===== src/rtl/seq_muldiv8.sv =====
// rtl/seq_muldiv8.sv - iterative 8-bit unsigned shift-add multiplier / restoring divider
module seq_muldiv8 #(
    parameter int WIDTH = 8
) (
    input  logic             clk,
    input  logic             rst,
    input  logic [WIDTH-1:0] A,
    input  logic [WIDTH-1:0] B,
    input  logic             Op,
    input  logic             Start,
    output logic             Busy,
    output logic             Done,
    output logic [WIDTH-1:0] Result,
    output logic [WIDTH-1:0] High,
    output logic             Ovf,
    output logic             Error
);

    localparam int CW = $clog2(WIDTH + 1);

    typedef enum logic [1:0] {
        S_IDLE,
        S_RUN,
        S_DONE
    } state_t;

    state_t           state_q;
    logic [CW-1:0]    cnt_q;
    logic [WIDTH-1:0] a_q, b_q;
    logic             op_q;
    logic [WIDTH-1:0] hi_q, lo_q;
    logic             busy_q, done_q, ovf_q, error_q;
    logic [WIDTH-1:0] result_q, high_q;

    logic [WIDTH:0]   mul_sum;
    logic [WIDTH:0]   div_shift, div_diff;
    logic [WIDTH-1:0] hi_d, lo_d;

    // hi/lo hold {partial product, multiplier} for multiply and {remainder, quotient} for divide
    always_comb begin
        mul_sum   = {1'b0, hi_q} + (lo_q[0] ? {1'b0, a_q} : '0);
        div_shift = {hi_q, lo_q[WIDTH-1]};
        div_diff  = div_shift - {1'b0, b_q};
        hi_d      = mul_sum[WIDTH:1];
        lo_d      = {mul_sum[0], lo_q[WIDTH-1:1]};
        if (op_q) begin
            hi_d = div_diff[WIDTH] ? div_shift[WIDTH-1:0] : div_diff[WIDTH-1:0];
            lo_d = {lo_q[WIDTH-2:0], ~div_diff[WIDTH]};
        end
    end

    always_ff @(posedge clk) begin
        if (rst) begin
            state_q  <= S_IDLE;
            cnt_q    <= '0;
            a_q      <= '0;
            b_q      <= '0;
            op_q     <= 1'b0;
            hi_q     <= '0;
            lo_q     <= '0;
            busy_q   <= 1'b0;
            done_q   <= 1'b0;
            ovf_q    <= 1'b0;
            error_q  <= 1'b0;
            result_q <= '0;
            high_q   <= '0;
        end else begin
            case (state_q)
                S_IDLE: begin
                    done_q <= 1'b0;
                    if (Start) begin
                        a_q     <= A;
                        b_q     <= B;
                        op_q    <= Op;
                        cnt_q   <= '0;
                        ovf_q   <= 1'b0;
                        error_q <= 1'b0;
                        busy_q  <= 1'b1;
                        if (Op && (B == '0)) begin
                            error_q  <= 1'b1;
                            result_q <= '1;
                            high_q   <= A;
                            done_q   <= 1'b1;
                            state_q  <= S_DONE;
                        end else begin
                            hi_q    <= '0;
                            lo_q    <= Op ? A : B;
                            state_q <= S_RUN;
                        end
                    end
                end
                S_RUN: begin
                    hi_q  <= hi_d;
                    lo_q  <= lo_d;
                    cnt_q <= cnt_q + 1'b1;
                    if (cnt_q == CW'(WIDTH - 1)) begin
                        result_q <= lo_d;
                        high_q   <= hi_d;
                        ovf_q    <= ~op_q & (|hi_d);
                        done_q   <= 1'b1;
                        state_q  <= S_DONE;
                    end
                end
                S_DONE: begin
                    done_q  <= 1'b0;
                    busy_q  <= 1'b0;
                    state_q <= S_IDLE;
                end
                default: begin
                    state_q <= S_IDLE;
                end
            endcase
        end
    end

    assign Busy   = busy_q;
    assign Done   = done_q;
    assign Result = result_q;
    assign High   = high_q;
    assign Ovf    = ovf_q;
    assign Error  = error_q;

endmodule


===== config.mk =====
export PLATFORM = sky130hd
export DESIGN_NAME = seq_muldiv8
export DESIGN_NICKNAME = d
export VERILOG_FILES = /design/src/rtl/seq_muldiv8.sv
export SDC_FILE = /design/constraint.sdc
export NUM_CORES = 1
export LEC_CHECK = 0
export CAP_MARGIN = 20
export CORE_UTILIZATION = 29
export CTS_CLUSTER_SIZE = 20
export DETAILED_ROUTE_END_ITERATION = 8
export PLACE_DENSITY_LB_ADDON = 0.12
export SLEW_MARGIN = 20
export SYNTH_ARGS = -nofsm -noshare
export SYNTH_HDL_FRONTEND = slang
export SYNTH_SLANG_ARGS = --single-unit

===== constraint.sdc =====
create_clock -name clk -period 3.8 [get_ports clk]
set_input_delay 0.57 -clock clk [delete_from_list [all_inputs] [get_ports clk]]
set_output_delay 0.57 -clock clk [all_outputs]
set_load 0.05 [all_outputs]

# Word-level counts from Yosys, hierarchy flattened
# Index checks and enable logic that the tools add are counted.
op_classes:
  eq_ne: 7
  n_reduce_logical: 15
  mux: 34
  bitwise_logic: 3
  add_sub_neg: 3
op_table:
  columns: ["op", "n"]
  rows:
  - ["two-way mux 8 bit", 15]
  - ["one-hot mux 8 bit (2 select lines)", 4]
  - ["AND reduction 2 bit", 5]
  - ["adder 8 x 8 -> 9 bit", 1]
  - ["subtractor 9 x 8 -> 9 bit", 1]
  - ["logical NOT 8 bit", 1]
  - ["!= test 2 bit, second input constant", 4]
  - ["one-hot mux 4 bit (2 select lines)", 1]
  - ["OR reduction 8 bit", 1]
  - ["two-way mux 1 bit", 6]
  - ["two-way mux 2 bit", 3]
  - ["AND reduction 3 bit", 2]
  - ["adder 4 x 1 -> 4 bit, second input constant", 1]
  - ["equality test 4 x 3 -> 1 bit, second input constant", 1]
  - ["two-way mux 4 bit", 1]
  - ["one-hot mux 1 bit (2 select lines)", 2]
  - ["one-hot mux 2 bit (2 select lines)", 1]
  - ["AND reduction 4 bit", 1]
  - ["nonzero test 2 bit", 2]
  - ["one-hot mux 1 bit (3 select lines)", 1]
  - ["nonzero test 3 bit", 1]
  - ["equality test 2 x 1 -> 1 bit, second input constant", 1]
  - ["equality test 2 bit, second input constant", 1]
  - ["logical NOT 2 bit", 1]
  - ["3 further kinds", 4]
word_totals:
  word_cells: 75
  inputBits: 20
  register_bits: 59
  output_inout_bits: 20

# Logic depth before layout (Yosys ltp)
# Gate-level depths: netlist of the first run.
depth:
  ltp_word: 7
  ltp_mapped: 13
  mapped_depth_nobuf: 12

# Least setup slack after synthesis of the first run
# OpenSTA, ideal clock, no wires.
synth_path:
  path_type: "reg-to-reg"
  start: "register lo_q[7]"
  end: "register ovf_q (netlist: Ovf)"
  required_ns: 3.680
  path_stages_with_launch: 14
  t_arrival_ns: 3.009
  setup_time_ns: 0.120
  path_slack_ns: 0.671
  n_path_buf: 1
  path_cell_list: "dfxtp_1 > inv_1 > ha_1 > inv_1 > fa_1 > a21o_1 > nand4_1 > a211oi_2 > a2111oi_4 > buf_2 > mux2i_1 > a21oi_1 > or4_1 > o31a_1"
synth_via:
  elab_chain_len: 7
synth_lines:
  columns: ["item", "line", "rtl"]
  rows:
  - ["start: declaration", "31", "logic [WIDTH-1:0] hi_q, lo_q;"]
  - ["start signal: assignment", "87", "lo_q <= Op ? A : B;"]
  - ["start signal: assignment", "94", "lo_q <= lo_d;"]
  - ["subtractor 9 x 8 -> 9 bit", "43", "div_diff = div_shift - {1'b0, b_q};"]
  - ["two-way mux 8 bit *", "47", "hi_d = div_diff[WIDTH] ? div_shift[WIDTH-1:0] : div_diff[WIDTH-1:0];"]
  - ["two-way mux 8 bit *", "46", "if (op_q) begin"]
  - ["OR reduction 8 bit *", "99", "ovf_q <= ~op_q & (|hi_d);"]
  - ["bitwise AND 1 bit *", "99", null]
  - ["two-way mux 1 bit *", "96", "if (cnt_q == CW'(WIDTH - 1)) begin"]
  - ["one-hot mux 1 bit (2 select lines) *", "68", "case (state_q)"]
  - ["end signal: assignment", "99", null]
  - ["end: declaration", "32", "logic busy_q, done_q, ovf_q, error_q;"]
# Every way passes the cells marked *; elsewhere a longest branch is shown, timed or not. The select of a mux whose other input is x is not followed.
# A chain may end at the register's enable or synchronous reset.

# Worst setup path after layout of the first run
# Same ends and word-level chain as after synthesis.

==> reports/metrics.yaml, run 1 <==
grt_antenna_before_repair: 0
p_leak_uw: 0.00165
final.period_utilization: 0.868
whs_endpoint: "a_q[6]"
rrSetupSlack_ns: 0.50
clk_pin_slew_ns: 0.06
synth_warnings: 0
tightestPinTransition_ns: 0.786
die_h_um: 111
ys_seq_area_frac: 0.343
pre_cts_slack_ns: 0.543
ff2ff_path_depth: 13
p_total_uw: 2050
gp_congestion: 0.840
cp.arrival_ns: 3.52
final_area_um2: 4280
pwr-share-comb: 0.253
path_class: "reg2reg"
synthCells: 449
chipWidth_um: 111
cts.sinks: 59
dp_cells: 614
grt_pass1_wl_um: 17300
synth_edf_count: 0
route.detailed.drc: 0
hpwlAfterDp_um: 7740
holdPathStages: 2
grt-ovfl-total: 0
initial_core_util: 0.299
num_io_pins: 40
swShare: 0.327
io_buffers: 39
multi_input_area_um2: 2100
area_growth_pct: 24.1
postCtsSetupBuffers: 0
fin_cells: 630
regArea_um2: 1180
clkLatencyLatePin_ns: 0.34
hold_class: "reg2reg"
timing.rr.end: "Ovf"
startpoint_type: "register"
place_area_um2: 3980
ctsLongestPathBuffers: 2
avgViaCountPerCell: 5.08
layout.nets: 525
peakVddDrop_v: 0.000298
slew_headroom: 0.474
synth_top_area_cell: "dfxtp_1"
vias: 3202
n_fill_cell: 1236
wire_per_inst_um: 16.6
setup_tns_ns: 0
drive_gt1_frac: 0.0657
cts_repair_resize_count: 0
cp.required_ns: 4.02
fmax_ghz: 0.303
synthArstFlopShare: 0
core_um2: 11500
ant_nets: 0
r2r_start: "lo_q[7]"
grt_use_total: 0.182
die_area_um2: 12300
syn_nets: 492
synth_ff_type: "dfxtp_1"
power.share.clock: 0.405
h-tree-depth: 3
routed_wl_um: 10500
p_seq_frac: 0.342
setup_viol: 0
cts_tree: "yes"
syn_avg_cell_area_um2: 7.68
cts_made_buffers: 9
synth_area_um2: 3450
finClkSkew_ns: 0.00873
synthDistinctLibCells: 45
antenna_cells: 0
ys_ff_latch: 59
synth_top_area_share: 0.343
fin_crit_ns: 3.30
rows: 39
hold_buffers: 0
drt_pass1_iterations: 4
crit_path_max_fanout: 12
hold_violations: 0
power.density_nw_per_um2: 480
cts_root_buf: "clkbuf_16"
maxSlewViolCount: 0
p_sw_uw: 671
first_iter_violations: 123
internal_power_uw: 1380
grt_pass1_vias: 3251
grt_max_degree: 33
end_kind: "register"
rsz0062_at_grt: "false"
drv_cap: 0
yosys-top-cells-area: "dfxtp_1 34%, nand2_1 9.1%, a21oi_1 8.3%"
outcome: "finished, final reports clean"
hp-start: "a_q[6]"
setup_ws_ns: 0.500
power by group through the flow:
stage | clock (uW) | sequential, uW | combinational (uW)
floorplan | 0 | 757 | 314
global placement | 0 | 716 | 519
detailed placement | 0 | 716 | 521
CTS | 852 | 703 | 523
global route | 877 | 709 | 573
finish | 831 | 702 | 520
worst max-delay path by stage:
stage                        from  endpoint  slack, ns  cells past startpoint
after global placement    lo_q[7]       Ovf       0.61                     13
after CTS                 lo_q[7]       Ovf       0.51                     13
after detailed placement  lo_q[7]       Ovf       0.54                     13
after floorplan           lo_q[7]       Ovf       0.67                     13
final                     lo_q[7]       Ovf       0.50                     13
after global routing      lo_q[7]       Ovf       0.29                     13
through the flow:
step,hold WS (ns),util
detailed placement,0.445,0.345
CTS,0.453,0.372
finish,0.452,0.372
global placement,0.440,0.345
global route,0.479,0.372
floorplan,0.432,-
cell usage after synthesis (4+ instances only):
cell,number
a211oi_1,9
a21o_1,5
a21oi_1,57
a22oi_1,6
and2_1,11
buf_1,5
clkbuf_1,19
dfxtp_1,59
ha_1,21
inv_1,19
mux2i_1,21
nand2_1,84
nand3_1,15
nor2_1,45
nor3_1,12
o211ai_1,4
o21ai_0,8
xnor2_1,5
xor2_1,6
sequential cells by signal, indices dropped and copies added, names as in the netlist:
name,cells
state_q,2
b_q,8
cnt_q,4
Ovf,1
lo_q,8
Result,8
High,8
Busy,1
op_q,1
a_q,8
Error,1
Done,1
hi_q,8
cells in the final DEF (no fill, tap or decap), types with 3 or more instances in the layout:
cell type	Yosys	routed
nor2_1	45	45
and3_1	3	3
nor3_1	12	12
clkbuf_16	0	9
clkdlybuf4s50_1	0	38
and2_1	11	11
a22oi_1	6	6
dfxtp_1	59	59
o21ai_0	8	8
mux2i_1	21	21
a21oi_1	57	57
nand2b_1	3	3
nand3_1	15	15
a31oi_1	3	3
xnor2_1	5	5
a211oi_1	9	9
a21o_1	5	5
o211ai_1	4	4
inv_1	19	19
buf_4	0	8
nand2_1	84	84
xor2_1	6	6
ha_1	21	21
cells by family after synthesis:
group                    synth area share
XOR/XNOR                           0.0279
AND/OR/NAND/NOR                     0.231
AO/OA/AOI/OAI                       0.195
buffers and inverters              0.0483
adder cells (fa/ha/maj)            0.0878
multiplexers                       0.0675
flip-flops                          0.343
final cells by class:
cell class,count,area share
multi-input combinational,346,0.491
clock buffer,10,0.0558
clock inverter,6,0.0149
tap,143,0.0418
sequential,59,0.276
timing repair buffer,47,0.104
inverter,19,0.0167
layer usage:
layer	GRT usage	vias to the layer above	wire length (um)
met2	0.313	45	5120
met4	0.0577	0	144
met1	0.228	1530	4960
met5	0	-	0
met3	0.0377	12	271
li1	-	1615	-
critical path, cell delays in order, from the launching register on:
cell	delay [ns]
dfxtp_1	0.31
inv_1	0.10
ha_1	0.15
inv_1	0.06
fa_1	0.40
a21o_1	0.20
nand4_1	0.15
a211oi_2	0.11
a2111oi_4	0.32
buf_4	0.26
mux2i_1	0.20
a21oi_1	0.11
or4_1	0.53
o31a_1	0.29
(Power assumes the default switching activity.)
==> run 2, diff against run 1 <==
CORE_ASPECT_RATIO = 0.7   (was unset)
GPL_TIMING_DRIVEN = 0   (was unset)
==> run 2 against run 1 <==
Clock-buffer cell count increased by 2. Wire length increased by 4.5%. Non-clock buffer count increased by 16. Worst setup slack got worse by 0.32 ns. Critical path type unchanged.
==> reports/metrics.yaml, run 2 (synthesis results as in run 1) <==
clk_pin_slew_ns: 0.05
cp.required_ns: 4.02
route.detailed.drc: 0
final_common_cell: "nand2_1"
layout.nets: 541
drt_pass1_iterations: 5
cts_made_buffers: 9
regArea_um2: 1180
ff2ff_path_depth: 13
tightestPinTransition_ns: 0.654
worst-path-buf-inv: 3
initial_core_util: 0.305
cp_common_cell: "inv_1"
cts_tree: "yes"
maxSlewViolCount: 0
crit_path_max_fanout: 10
vias: 3341
clkLatencyLatePin_ns: 0.33
cp.arrival_ns: 3.83
wire_per_inst_um: 16.7
grt_antenna_before_repair: 0
multi_input_area_um2: 2100
hp-start: "a_q[7]"
io_buffers: 38
setup_ws_ns: 0.184
drv_cap: 0
grt_use_total: 0.186
drive_gt1_frac: 0.0477
fin_crit_ns: 3.62
n_fill_cell: 1183
final_cell_mix: "84 x nand2_1, 59 x dfxtp_1, 57 x a21oi_1"
power.density_nw_per_um2: 503
pre_cts_slack_ns: 0.236
setup_viol: 0
finClkSkew_ns: 0.00626
holdPathStages: 2
cts_root_buf: "clkbuf_16"
ant_nets: 0
grt-ovfl-total: 0
cp_slowest_cell: "or4_1"
cts_repair_resize_count: 0
peakVddDrop_v: 0.000239
h-tree-depth: 3
rsz0062_at_grt: "false"
avgViaCountPerCell: 5.09
gp_congestion: 0.861
crit_chain: "inv_1, ha_1, inv_1, fa_1, a21o_1, nand4_1, a211oi_2, a2111oi_4, buf_2, mux2i_1, a21oi_1, or4_1, o31a_1"
final.period_utilization: 0.951
postCtsSetupBuffers: 0
rrSetupSlack_ns: 0.18
core_um2: 11300
outcome: "finished, final reports clean"
hpwlAfterDp_um: 8640
timing.rr.end: "Ovf"
final_area_um2: 4380
end_kind: "register"
grt_pass1_wl_um: 17400
die_h_um: 93.2
routed_wl_um: 11000
startpoint_type: "register"
path_class: "reg2reg"
p_leak_uw: 0.00167
antenna_cells: 0
rows: 32
die_area_um2: 12300
whs_endpoint: "a_q[7]"
crit_path_start: "lo_q[7]"
first_iter_violations: 193
cts.sinks: 59
ctsLongestPathBuffers: 2
max_stage_delay_ns: 0.52
final_util: 0.388
num_io_pins: 40
slew_headroom: 0.564
r2r_start: "lo_q[7]"
hold_buffers: 0
setup_tns_ns: 0
grt_max_degree: 11
hold_violations: 0
grt_pass1_vias: 3131
fmax_ghz: 0.277
area_growth_pct: 27.1
place_area_um2: 4020
hold_class: "reg2reg"
cpLargestDelayFamily: "compound AO/OA/AOI/OAI gates"
chipWidth_um: 132
-- run 2: routing by layer --
metal  vias to the layer above  part of all wire  GRT usage
met3                         8             0.060     0.0396
met1                      1584              0.57      0.295
met4                         0            0.0092     0.0479
met2                       100              0.36      0.243
met5                         -                 0          0
li1                       1649                 -          -
-- run 2: stage by stage --
step           hold WS [ns]  total power, uW  instances
3_5_place_dp          0.444             1240        640
4_1_cts               0.451             2220        656
2_1_floorplan         0.432             1070        449
3_3_place_gp          0.441             1240        640
6_report              0.449             2200        656
5_1_grt               0.469             2300        656
-- run 2: worst min-delay path: cells and delay by family (launching register included) --
kind	cells	cell delay, ns
flops	1	0.30
simple gates	1	0.05
compound gates	1	0.05
-- run 2: where the power goes --
part / internal, uW / switching (uW) / total [uW]
combinational: 189 / 344 / 533
sequential: 668 / 32.5 / 700
clock: 692 / 278 / 970
-- run 2: worst max path at each step --
stage               endpoint  slack [ns]  cells past startpoint
finish                   Ovf        0.18                     13
global route             Ovf        0.07                     13
CTS                      Ovf        0.20                     13
detailed placement       Ovf        0.24                     13
global placement         Ovf        0.20                     13
floorplan                Ovf        0.67                     13
-- run 2: cell type report --
type,count,area share
Multi-Input combinational cell,346,0.479
Inverter,19,0.0163
Buffer,25,0.0217
Clock inverter,4,0.0217
Clock buffer,12,0.0608
Tap cell,153,0.0437
Sequential cell,59,0.270
Timing Repair Buffer,38,0.0868
==> run 3, diff against run 2 <==
==> constraint.sdc (replaced) <==
create_clock -name clk -period 3.8 [get_ports clk]
set_input_delay 0.57 -clock clk [delete_from_list [all_inputs] [get_ports clk]]
set_output_delay 0.57 -clock clk [all_outputs]
set_load 0.01 [all_outputs]
==> results of run 3 <==
The final DEF is identical to that of run 2. Status: finished, final reports clean.
Among the figures that moved: total power 2200 uW -> 2160 uW
